### src/rtl/rgbw_pwm_bank.sv
`default_nettype none
// ============================================================================
// Module      : rgbw_pwm_bank
// Description : Multi-channel PWM bank with double-buffered duties and
//               run-time edge/centre-aligned modulation.
// Revision    : 1.0 - initial release
// ============================================================================
module rgbw_pwm_bank #(
    parameter int CHANNELS = 4,
    parameter int WIDTH    = 8,
    parameter int PRESC_W  = 8
) (
    input  logic                      clk,
    input  logic                      rst_n,
    input  logic                      enable,
    input  logic                      center_mode,
    input  logic [PRESC_W-1:0]        presc,
    input  logic [CHANNELS*WIDTH-1:0] duty_in,
    input  logic                      duty_we,
    output logic [CHANNELS-1:0]       pwm_out,
    output logic                      period_start,
    output logic                      update_pending
);

    localparam logic [WIDTH-1:0] C_MAX  = '1;
    localparam logic [WIDTH-1:0] C_ZERO = '0;
    localparam logic [WIDTH-1:0] C_ONE  = WIDTH'(1);

    logic [PRESC_W-1:0]  r_pcnt;
    logic [WIDTH-1:0]    r_cnt;
    logic                r_dir_down;
    logic                r_mode;
    logic [WIDTH-1:0]    r_shadow [CHANNELS];
    logic [WIDTH-1:0]    r_active [CHANNELS];
    logic                r_pending;
    logic [CHANNELS-1:0] r_pwm;
    logic                r_period_start;

    logic                w_tick;
    logic                w_boundary;
    logic [WIDTH-1:0]    w_cnt_nxt;
    logic                w_dir_nxt;
    logic [WIDTH-1:0]    w_duty [CHANNELS];

    always_comb begin
        for (int i = 0; i < CHANNELS; i++) begin
            w_duty[i] = duty_in[i*WIDTH +: WIDTH];
        end
    end

    // >= rather than == so a lowered reload mid-count ticks at once
    assign w_tick     = (r_pcnt >= presc);
    assign w_boundary = enable && w_tick &&
                        (r_mode ? (r_dir_down && (r_cnt == C_ONE)) : (r_cnt == C_MAX));

    always_comb begin
        w_cnt_nxt = r_cnt;
        w_dir_nxt = r_dir_down;
        if (w_tick) begin
            if (!r_mode) begin
                w_cnt_nxt = r_cnt + C_ONE;
            end else if (!r_dir_down) begin
                if (r_cnt == C_MAX) begin
                    w_cnt_nxt = C_MAX - C_ONE;
                    w_dir_nxt = 1'b1;
                end else begin
                    w_cnt_nxt = r_cnt + C_ONE;
                end
            end else begin
                if (r_cnt == C_ZERO) begin
                    w_cnt_nxt = C_ONE;
                    w_dir_nxt = 1'b0;
                end else begin
                    w_cnt_nxt = r_cnt - C_ONE;
                end
            end
        end
        // Every period restarts counting up, whichever mode gets latched
        if (!r_mode || w_boundary) begin
            w_dir_nxt = 1'b0;
        end
    end

    always_ff @(posedge clk or negedge rst_n) begin
        if (!rst_n) begin
            r_pcnt         <= '0;
            r_cnt          <= '0;
            r_dir_down     <= 1'b0;
            r_mode         <= 1'b0;
            r_pending      <= 1'b0;
            r_pwm          <= '0;
            r_period_start <= 1'b0;
            for (int i = 0; i < CHANNELS; i++) begin
                r_shadow[i] <= '0;
                r_active[i] <= '0;
            end
        end else begin
            for (int i = 0; i < CHANNELS; i++) begin
                r_pwm[i] <= enable && (r_cnt < r_active[i]);
                if (duty_we) begin
                    r_shadow[i] <= w_duty[i];
                end
                if (!enable) begin
                    r_active[i] <= r_shadow[i];
                end else if (w_boundary) begin
                    r_active[i] <= duty_we ? w_duty[i] : r_shadow[i];
                end
            end

            if (!enable) begin
                r_pcnt         <= '0;
                r_cnt          <= '0;
                r_dir_down     <= 1'b0;
                r_mode         <= center_mode;
                r_pending      <= 1'b0;
                r_period_start <= 1'b0;
            end else begin
                r_pcnt         <= w_tick ? '0 : r_pcnt + PRESC_W'(1);
                r_cnt          <= w_cnt_nxt;
                r_dir_down     <= w_dir_nxt;
                r_period_start <= w_boundary;
                if (w_boundary) begin
                    r_mode    <= center_mode;
                    r_pending <= 1'b0;
                end else if (duty_we) begin
                    r_pending <= 1'b1;
                end
            end
        end
    end

    assign pwm_out        = r_pwm;
    assign period_start   = r_period_start;
    assign update_pending = r_pending;

endmodule
`default_nettype wire

### config.mk
export PLATFORM = sky130hd
export DESIGN_NAME = rgbw_pwm_bank
export DESIGN_NICKNAME = d
export VERILOG_FILES = /design/src/rtl/rgbw_pwm_bank.sv
export SDC_FILE = /design/constraint.sdc
export NUM_CORES = 1
export LEC_CHECK = 0
export ABC_AREA = 0
export CORE_MARGIN = 2
export CORE_UTILIZATION = 52
export CTS_CLUSTER_SIZE = 8
export DETAILED_ROUTE_END_ITERATION = 8
export HOLD_SLACK_MARGIN = 0.05
export PLACE_DENSITY = 0.84
export SETUP_SLACK_MARGIN = 0.1
export SYNTH_ARGS = -nofsm -noshare
export SYNTH_HDL_FRONTEND = slang
export SYNTH_SLANG_ARGS = --single-unit
### constraint.sdc
create_clock -name clk -period 2.15 [get_ports clk]
set_clock_uncertainty 0.2 [all_clocks]
set_input_delay 0.215 -clock clk [delete_from_list [all_inputs] [get_ports clk]]
set_output_delay 0.215 -clock clk [all_outputs]
set_load 0.05 [all_outputs]
== Word-level counts from Yosys, hierarchy flattened ==
Index checks and enable logic that the tools add are counted.

* Bits in read-only memories: 0
* Input port bits: 45
* Output and inout port bits: 6
* RAM bits: 0
* Latch bits: 0
* Memories: 0
* Logic and storage cells: 75
* Register bits after elaboration: 88

* Eq/ne operators: 7
* $mul: 0
* Divide/modulo/power cells: 0
* Bitwise operators: 0
* Order comparisons: 5
* Add/sub/neg operators: 3
* Reductions and logical operators: 11
* Multiplexer cells: 34
* Shift-type cells: 0

{| class="wikitable"
|+ Operators with widths
! cell !! count
|-
| 2-to-1 mux 8 bit || 20
|-
| less-than comparator 8 bit || 4
|-
| adder 8 x 1 -> 8 bit, second input constant || 2
|-
| 2-to-1 mux 1 bit || 14
|-
| != test 3 x 1 -> 1 bit, second input constant || 3
|-
| == test 8 x 1 -> 1 bit, second input constant || 1
|-
| == test 8 bit, second input constant || 1
|-
| greater-or-equal comparator 8 bit || 1
|-
| zero test 8 bit || 1
|-
| subtractor 8 x 1 -> 8 bit, second input constant || 1
|-
| logical AND 1 bit || 7
|-
| != test 2 x 1 -> 1 bit, second input constant || 2
|-
| AND reduction 2 bit || 1
|-
| zero test 1 bit || 1
|-
| logical OR 1 bit || 1
|}

== Longest topological paths before layout ==
* Depth after elaboration: 7
* Mapped depth: 9
* Depth with buffers taken out: 7

== Worst setup path before layout ==
Ideal clock, no wire load.

* Path type: reg-to-reg
* From: register r_pcnt[2]
* To: register r_active[1] (netlist bit)
* Setup time: 92 ps
* Data arrival time: 1,888 ps
* Path buffers: 2
* Cell stages (with the launch flop): 9
* Data required time: 1,858 ps
* Period minus slack after synthesis: 2,180 ps
* Path slack: -30 ps
* Cells stage by stage: dfrtp_1 > ha_1 > or4_1 > a21oi_2 > o31a_1 > buf_6 > buf_6 > nor3_1 > o31ai_2

* Longest elaborated chain between the ends: 4

{| class="wikitable"
|+ Ends and longest elaborated chain
! item !! line !! RTL
|-
| start: declaration || 29 || <nowiki>logic [PRESC_W-1:0] r_pcnt;</nowiki>
|-
| start signal: assignment || 118 || <nowiki>r_pcnt <= w_tick ? '0 : r_pcnt + PRESC_W'(1);</nowiki>
|-
| greater-or-equal comparator 8 bit || 52 || <nowiki>assign w_tick = (r_pcnt >= presc);</nowiki>
|-
| logical AND 1 bit (2 in series) || 53 || <nowiki>assign w_boundary = enable && w_tick &&</nowiki>
|-
| != test 2 x 1 -> 1 bit (no line) || -- ||
|-
| end signal: indexed assignment || 104 || <nowiki>r_active[i] <= r_shadow[i];</nowiki>
|-
| end signal: indexed assignment || 106 || <nowiki>r_active[i] <= duty_we ? w_duty[i] : r_shadow[i];</nowiki>
|-
| end: declaration || 34 || <nowiki>logic [WIDTH-1:0] r_active [CHANNELS];</nowiki>
|}

Every way passes these cells.
A chain may end at the register's enable or synchronous reset.

== Worst setup path in the final report ==
* From: register r_pcnt[4]
* To: register r_active[8] (netlist bit)

The elaborated chain is that of the path after synthesis.

==> flow_summary.toml <==
[worst_setup_path]
worstPathMaxFanout = 7
cp_slowest_cell = "or4_4"
critical-path-top-delay-family = "compound AO/OA/AOI/OAI gates"
crit_start = "r_pcnt[4]$_DFF_PN0_"
rrSetupSlack_ns = -0.16
crit_cells = 8
path_buf_inv = 2
cp.arrival_ns = 2.37
critPathCaptureType = "register"
cp_cell_sequence = "ha_2 -> or4_4 -> a21oi_4 -> buf_6 -> o31ai_4 -> buf_4 -> a211o_1 -> o221a_1"
reg2reg_from = "r_pcnt[4]$_DFF_PN0_"
cp-start-kind = "register"
critPathKind = "register to register"
r2r_end = "r_active[8]$_DFFE_PN0N_"
cp_slowest_stage_delay_ns = 0.54
worstPathRequired_ns = 2.21
r2r_cells = 8
critPathCapture = "r_active[8]$_DFFE_PN0N_"

[global_route]
gr-usage-all-layers = 0.2440
antenna_found_initial = 0
overflow = 0
grt_max_degree = 50
grt_pass1_vias = 4445
grt_pass1_wl_um = 21580

[cells_and_area]
mostFrequentLayoutCells = "86 x dfrtp_1, 49 x clkdlybuf4s50_1, 49 x buf_4"
multi_input_area_um2 = 3000
final_common_cell = "dfrtp_1"
fin_nets = 693
antenna_cells = 0
stdcell_count = 749
fillers = 744
syn2layout_area_growth_pct = 26.52
drive_above_1_share = 0.3100
seq_area_um2 = 2205

[place]
gp_congestion = 0.9458
post-dp-hpwl_um = 9223
io_buffers = 50
dpl.cell_count = 721

[synthesis]
syn_inst = 522
yosys_warnings = 0
async_flop_share = 1.000
synth_edf_count = 0
synth-seq-area-share = 0.4086
syn-num-nets = 607
netlist_area_um2 = 5389
ys_ff_latch = 88
ys.flop_type = "dfrtp_1"
ys_types = 59
syn_avg_cell_area_um2 = 10.32
synth_area_leader_cell = "dfrtp_1"
synth_top_area_share = 0.4086
synth_area_leaders = "dfrtp_1 41%, ha_1 9.3%, mux2_2 6.7%, o31ai_2 5.8%, a21oi_1 4.3%"

[route]
firstDrtPassIters = 6
antenna_left = 0
detail_route.iter0.violations = 233
routedWlPerCell_um = 17.55
drt-total-wl_um = 13150
avgViaCountPerCell = 5.801
vias = 4345
post-route-drc-count = 0

[sta]
fin_crit_sh = 1.075
maxSlewViolCount = 0
max_freq_mhz = 432.6
setup_viol = 48
tightest_slew_ns = 0.6702
rsz0062_at_grt = "yes"
layout_min_cycle_time_ns = 2.312
slew_headroom = 0.5532
timing.final.ws_setup_ns = -0.1616
final_hold_viol_count = 0

[floorplanning]
die_h_um = 105.8
initial_core_util = 0.5291
fp-row-count = 37
die_w_um = 105.8
core_area_um2 = 10180
boundaryPins = 51
die_area_um2 = 11190

[clock_network]
clockRootBuffer = "clkbuf_8"
cts_buffers = 9
cts_sinks = 88
cts_tree = "built"
cts_max_level = 3
cts_buffer_depth = 2
cts.clk_slew.worst_paths_ns = 0.09
clock_latency_ns = 0.37

[outcome]
status = "finished, violations left"
violations = "negative setup slack"

[power]
p_per_area_nw_per_um2 = 537.5
pwr-share-comb = 0.191
p_leak_nw = 3.037
power_frac_seq = 0.515
ir_worst_vdd_mv = 0.3819
p_clk_frac = 0.293
switching_share = 0.2897
power_switching_mw = 1.062
total_power_mw = 3.665
p_int_mw = 2.603

[min_path]
worstHoldPathType = "primary input to asynchronous set/reset pin"

[job]
maxCapViolCount = 0
## kinds of logic (layout without fill, tap and decap cells)
group / Yosys count / after routing / synth area share
fa+ha+maj: 40 / 40 / 0.09287
flops: 88 / 88 / 0.4086
buf+inv: 83 / 174 / 0.07523
mux: 34 / 34 / 0.07082
xor+xnor: 7 / 7 / 0.01138
simple gates: 122 / 122 / 0.1245
compound gates: 148 / 148 / 0.2166
## power by group through the flow
stage	registers, mW	clock network, mW	logic, mW
2_1_floorplan	1.91	0	0.387
3_3_place_gp	1.91	0	0.624
3_5_place_dp	1.91	0	0.660
4_1_cts	1.89	1.09	0.686
5_1_grt	1.91	1.15	0.770
6_report	1.89	1.08	0.700
## repair_timing
action                                 in CTS  in global routing
setup buffers                               4                  6
setup endpoints to repair                  54                 54
endpoints found under the hold margin      48                  0
gates cloned                                0                  1
resized for setup                          18                 30
hold buffers                                1                  0
pin swaps                                   6                  5
## worst min-delay path by stage
stage                      from                      to  slack [ns]  depth (start not counted)
after floorplan           rst_n  period_start$_DFF_PN0_       -0.28                          0
after global placement    rst_n  r_shadow[19]$_DFF_PN0_        0.08                          1
after detailed placement  rst_n  r_shadow[22]$_DFF_PN0_        0.09                          1
after CTS                 rst_n  r_shadow[23]$_DFF_PN0_        0.22                          2
after global routing      rst_n    pwm_out[1]$_DFF_PN0_        0.26                          2
final                     rst_n    pwm_out[1]$_DFF_PN0_        0.21                          2
## layer usage
metal / part of all wire / up-vias / track usage
met5: 0 / - / 0
met4: 0.024 / 0 / 0.1015
met3: 0.044 / 29 / 0.03896
met2: 0.51 / 122 / 0.4198
met1: 0.42 / 2140 / 0.3050
li1: - / 2054 / -
## final cells by class
cell class                 count  area share
multi-input combinational    351      0.4401
clock inverter                 6    0.006240
clock buffer                  10     0.02019
tap                          136     0.02496
inverter                      44     0.02422
sequential                    88      0.3234
timing repair buffer         114      0.1609
## registers in the layout, indices dropped and copies added (netlist names)
signal / count
r_dir_down: 1
pwm_out: 4
r_active: 32
r_mode: 1
r_cnt: 8
r_pcnt: 8
update_pending: 1
period_start: 1
r_shadow: 32
## per-stage QoR
step	instance area [um2]	TNS (ns)	hold slack (ns)	util	worst slack, ns
4_1_cts	6618	-4.269	0.2240	0.6498	-0.1537
5_1_grt	6818	-8.384	0.2578	0.6694	-0.2507
3_5_place_dp	6320	-26.60	0.09036	0.6205	-0.6087
3_3_place_gp	6320	-22.78	0.08142	0.6205	-0.4949
6_report	6818	-4.375	0.2127	0.6694	-0.1616
2_1_floorplan	5416	-0.03674	-0.2806	-	-0.003523
## cell usage after synthesis, drive strengths merged, types with 6 or more instances
master	number
inv	44
nand3	8
mux2	33
clkbuf	13
nor3	28
o221a	6
or3	7
nand2b	7
a21o	9
o31ai	31
dfrtp	88
ha	40
nand2	41
o21ai	17
nor2	16
a21oi	47
buf	26
Note: power is estimated with default switching activity, not from simulation.
==> RTL change 1 (same flow settings) <==
Put one more register stage on the output `pwm_out`. The value now appears one clock later. The other outputs are not delayed to match.
--- a/src/rtl/rgbw_pwm_bank.sv
+++ b/src/rtl/rgbw_pwm_bank.sv
@@ -129,7 +129,9 @@
         end
     end
 
-    assign pwm_out        = r_pwm;
+    always_ff @(posedge clk) begin
+        pwm_out <= r_pwm;
+    end
     assign period_start   = r_period_start;
     assign update_pending = r_pending;
 
Function: changed (a bounded check fails within 4 cycles, from zero or initial values and one cycle with rst_n low).
==> RTL change 1 against the unedited design <==
- the flow still finishes with violations (setup timing)
- area after synthesis decreased by 1.4%
- first-iteration DRC count grew to 2.7 times the old value
- routed wire length grew 54%
- sequential cell count increased by 4
- power is 13% higher
- worst setup slack lost 250 ps
- non-clock buffer count grew 33
- final area up 15%
- core utilization increased by 13 points
- combinational power is 30% higher
- sequential power increased by 6%
- highest routed layer unchanged
==> RTL change 1: results <==
metrics = {
    "outcome": {
        "outcome": "finished with violations",
        "violations": "setup timing",
    },
    "yosys": {
        "synthArstFlopShare_pct": 95.7,
        "synth_cell_type_count": 54,
        "synth_compound_area_share_pct": 22.6,
        "synthAdderAreaFrac_pct": 9.42,
        "synth_common_cells": "88 x dfrtp_1, 65 x a21oi_1, 42 x inv_1",
        "synthXorXnorAreaFrac_pct": 0.989,
        "muxShareOfSynthArea_pct": 6.99,
        "synth_area_leaders": "dfrtp_1 41%, ha_1 9.4%, mux2_2 7.0%",
        "ys_seq_area_share_pct": 42.9,
        "synth_cells": 522,
    },
    "setup_path": {
        "cp_max_fo": 11,
        "r2r_start": "r_pcnt[3]$_DFF_PN0_",
        "critPathLaunch": "r_pcnt[3]$_DFF_PN0_",
        "endpoint": "r_active[9]$_DFFE_PN0N_",
    },
    "final_layout": {
        "diodes": 0,
        "fin_cells": 782,
        "num-nets-final": 729,
        "largestRegisters": "r_active x32, r_shadow x32",
        "layout-drive-gt1-share_pct": 42.5,
    },
    "pwr": {
        "power_switching_w": 0.00126,
        "p_leak_nw": 3.62,
        "p_comb_share_pct": 21.9,
        "peakVddDrop_uv": 499,
        "clkPwrFrac_pct": 29.6,
        "p_per_area_mw_per_mm2": 525,
    },
    "routing": {
        "wl_met2_mm": 9.60,
        "vias": 5344,
        "wl_met1_mm": 7.22,
        "drt_iter0_drc": 626,
        "met3_length_mm": 2.08,
        "dr.pass1.iters": 8,
        "detail_route.wl_per_cell_um": 25.9,
    },
    "timing": {
        "setup_tns_ps": -14780,
        "tightest_slew_ps": 1070,
        "final-setup-viol-count": 53,
        "fin_ws_ps": -416,
        "whs_ps": 102,
    },
    "cts": {
        "clockBufferDepth": 2,
        "clk_latency_ps": 390,
        "post_cts_resized": 60,
        "cts_setup_buffers": 14,
        "cts.clk_slew.worst_paths_ps": 110,
    },
    "grt": {
        "track_usage_pct": 30.8,
        "met3_usage_pct": 6.11,
        "gr-usage-met2_pct": 49.8,
        "use_met1_pct": 38.8,
        "grt_pass1_wl_mm": 26.8,
        "grt_pass1_vias": 5108,
        "grt_max_degree": 50,
    },
    "placement": {
        "dp_slack_ps": -603,
        "dp_hpwl_mm": 9.45,
        "placed_area_mm2": 0.00643,
        "routabilityCongestion": 0.900,
    },
    "min_path": {
        "hold_path_class": "in -> async",
    },
}
-- RTL change 1: cell count changes in the layout (fill, tap and decap cells not counted), sizes merged, moves of 7 or more --
cell / change
buf: +32
or2: +22
nor3: -20
o31ai: -22
nand2: -24
o41ai: +22
nor2: +7
a21oi: +18
-- RTL change 1: cell families (layout without fill, tap and decap cells) --
group | Yosys count | count (layout)
compound gates | 165 | 166
simple gates | 107 | 107
flops | 92 | 92
buf+inv | 79 | 205
fa+ha+maj | 40 | 40
mux | 33 | 33
xor+xnor | 6 | 6
-- RTL change 1: critical path, stage by stage, from the launching register on --
cell	delay [ps]
dfrtp_1	430
ha_4	290
o21a_1	150
a21oi_2	100
o31a_4	440
buf_12	180
buf_4	150
o41ai_2	370
a21oi_1	110
-- RTL change 1: layout make-up --
type | count | area (µm²)
fillers | 455 | 1990
multi-input cells | 352 | 3460
inverters | 42 | 158
repair buffers | 147 | 1610
well taps | 133 | 166
flip-flops and latches | 92 | 2280
clock buffers | 12 | 145
clock inverters | 4 | 50.0
==> RTL change 2 (config.mk and constraints unchanged) <==
Without the edit above. Set the parameter `PRESC_W` to 12 (it was 8).
--- a/src/rtl/rgbw_pwm_bank.sv
+++ b/src/rtl/rgbw_pwm_bank.sv
@@ -8,7 +8,7 @@
 module rgbw_pwm_bank #(
     parameter int CHANNELS = 4,
     parameter int WIDTH    = 8,
-    parameter int PRESC_W  = 8
+    parameter int PRESC_W  = 12
 ) (
     input  logic                      clk,
     input  logic                      rst_n,
Interface: changed (resized presc); port bits go from 51 to 55. No check against the original RTL was run, so the function may have changed too.
==> RTL change 2 against the unedited design <==
- core utilization is 5.7 points higher
- routed wire length is 15% higher
- non-clock buffer count is 12 higher
- via count is 11% higher
- final area is 3.7% higher
- fmax is 7.0% lower
- largest cell class unchanged
- sequential cell count is 4 higher
- power is 6.1% higher
- the flow still finishes with violations (setup timing)
- area after synthesis is 3.6% lower
- critical endpoint is now r_active[18]$_DFFE_PN0N_
- worst setup slack worse by 170 ps
- sequential power is 2% higher
- critical path depth is 1 higher
==> RTL change 2: results <==
metrics = {
    "final_layout": {
        "layout.nonclk_buf_share_pct": 17.5,
        "buffers": 126,
        "clock_area_share_pct": 2.88,
        "largestRegisters": "r_active x32, r_shadow x32, r_pcnt x12",
        "sh_seq_area_pct": 32.6,
        "num-nets-final": 747,
        "fill_cells": 674,
        "n_all_inverters": 78,
    },
    "yosys": {
        "synth_cell_type_count": 49,
        "synth_compound_area_share_pct": 19.1,
        "ys_seq_area_share_pct": 44.3,
        "synth_area_leaders": "dfrtp_1 44%, ha_1 11%, inv_1 5.6%",
    },
    "timing": {
        "fin_ws_ps": -335,
        "final-setup-viol-count": 56,
        "setup_tns_ps": -15790,
        "slew_headroom_pct": 40.7,
    },
    "routing": {
        "viasPerCell": 6.09,
        "detail_route.wl_per_cell_um": 19.0,
        "met3_length_um": 926,
    },
    "grt": {
        "track_usage_pct": 28.0,
        "grt_pass1_vias": 5080,
        "grt_max_degree": 70,
        "grt_pass1_wl_mm": 24.4,
        "met3_usage_pct": 6.45,
    },
    "outcome": {
        "violations": "setup timing",
        "outcome": "finished with violations",
    },
    "pwr": {
        "seq-power_w": 0.00193,
        "p_leak_nw": 3.22,
        "switching_share_pct": 28.2,
    },
    "placement": {
        "routabilityCongestion": 0.907,
        "dp_hpwl_mm": 9.33,
    },
    "setup_path": {
        "endpoint": "r_active[18]$_DFFE_PN0N_",
        "r2r_cells": 9,
        "r2r_end": "r_active[18]$_DFFE_PN0N_",
    },
}
## RTL change 2: changes by cell type in the layout (fill, tap and decap cells not counted), sizes merged, moves of 28 or more
cell    change
nand4      +31
inv        +33
o21ai      +29
o221ai     +28
mux2       -29
a21oi      -32
## RTL change 2: per-stage QoR
step           utilization, %  worst slack (ps)  cells  area [µm²]
6_report                 72.7              -335    791        7070
5_1_grt                  72.7              -375    791        7070
2_1_floorplan               -             -26.4    549        5270
3_3_place_gp             64.2              -479    756        6250
4_1_cts                  70.6              -225    788        6870
3_5_place_dp             64.2              -558    756        6250
## RTL change 2: worst max-delay path, delay by kind of cell, from the launching register on
family	cells	cell delay, ps
buffers and inverters	2	340
and+or+nand+nor	1	80
DFF	1	420
AOI/OAI and AO/OA	5	1120
adders and majority gates	1	240
## RTL change 2: timing repair
action,CTS,global route
setup endpoints to repair,57,60
gates resized for setup,46,36
setup buffers,13,3
hold buffers,1,0
cloned,2,0
pin swaps,13,13
endpoints found under the hold margin,92,0
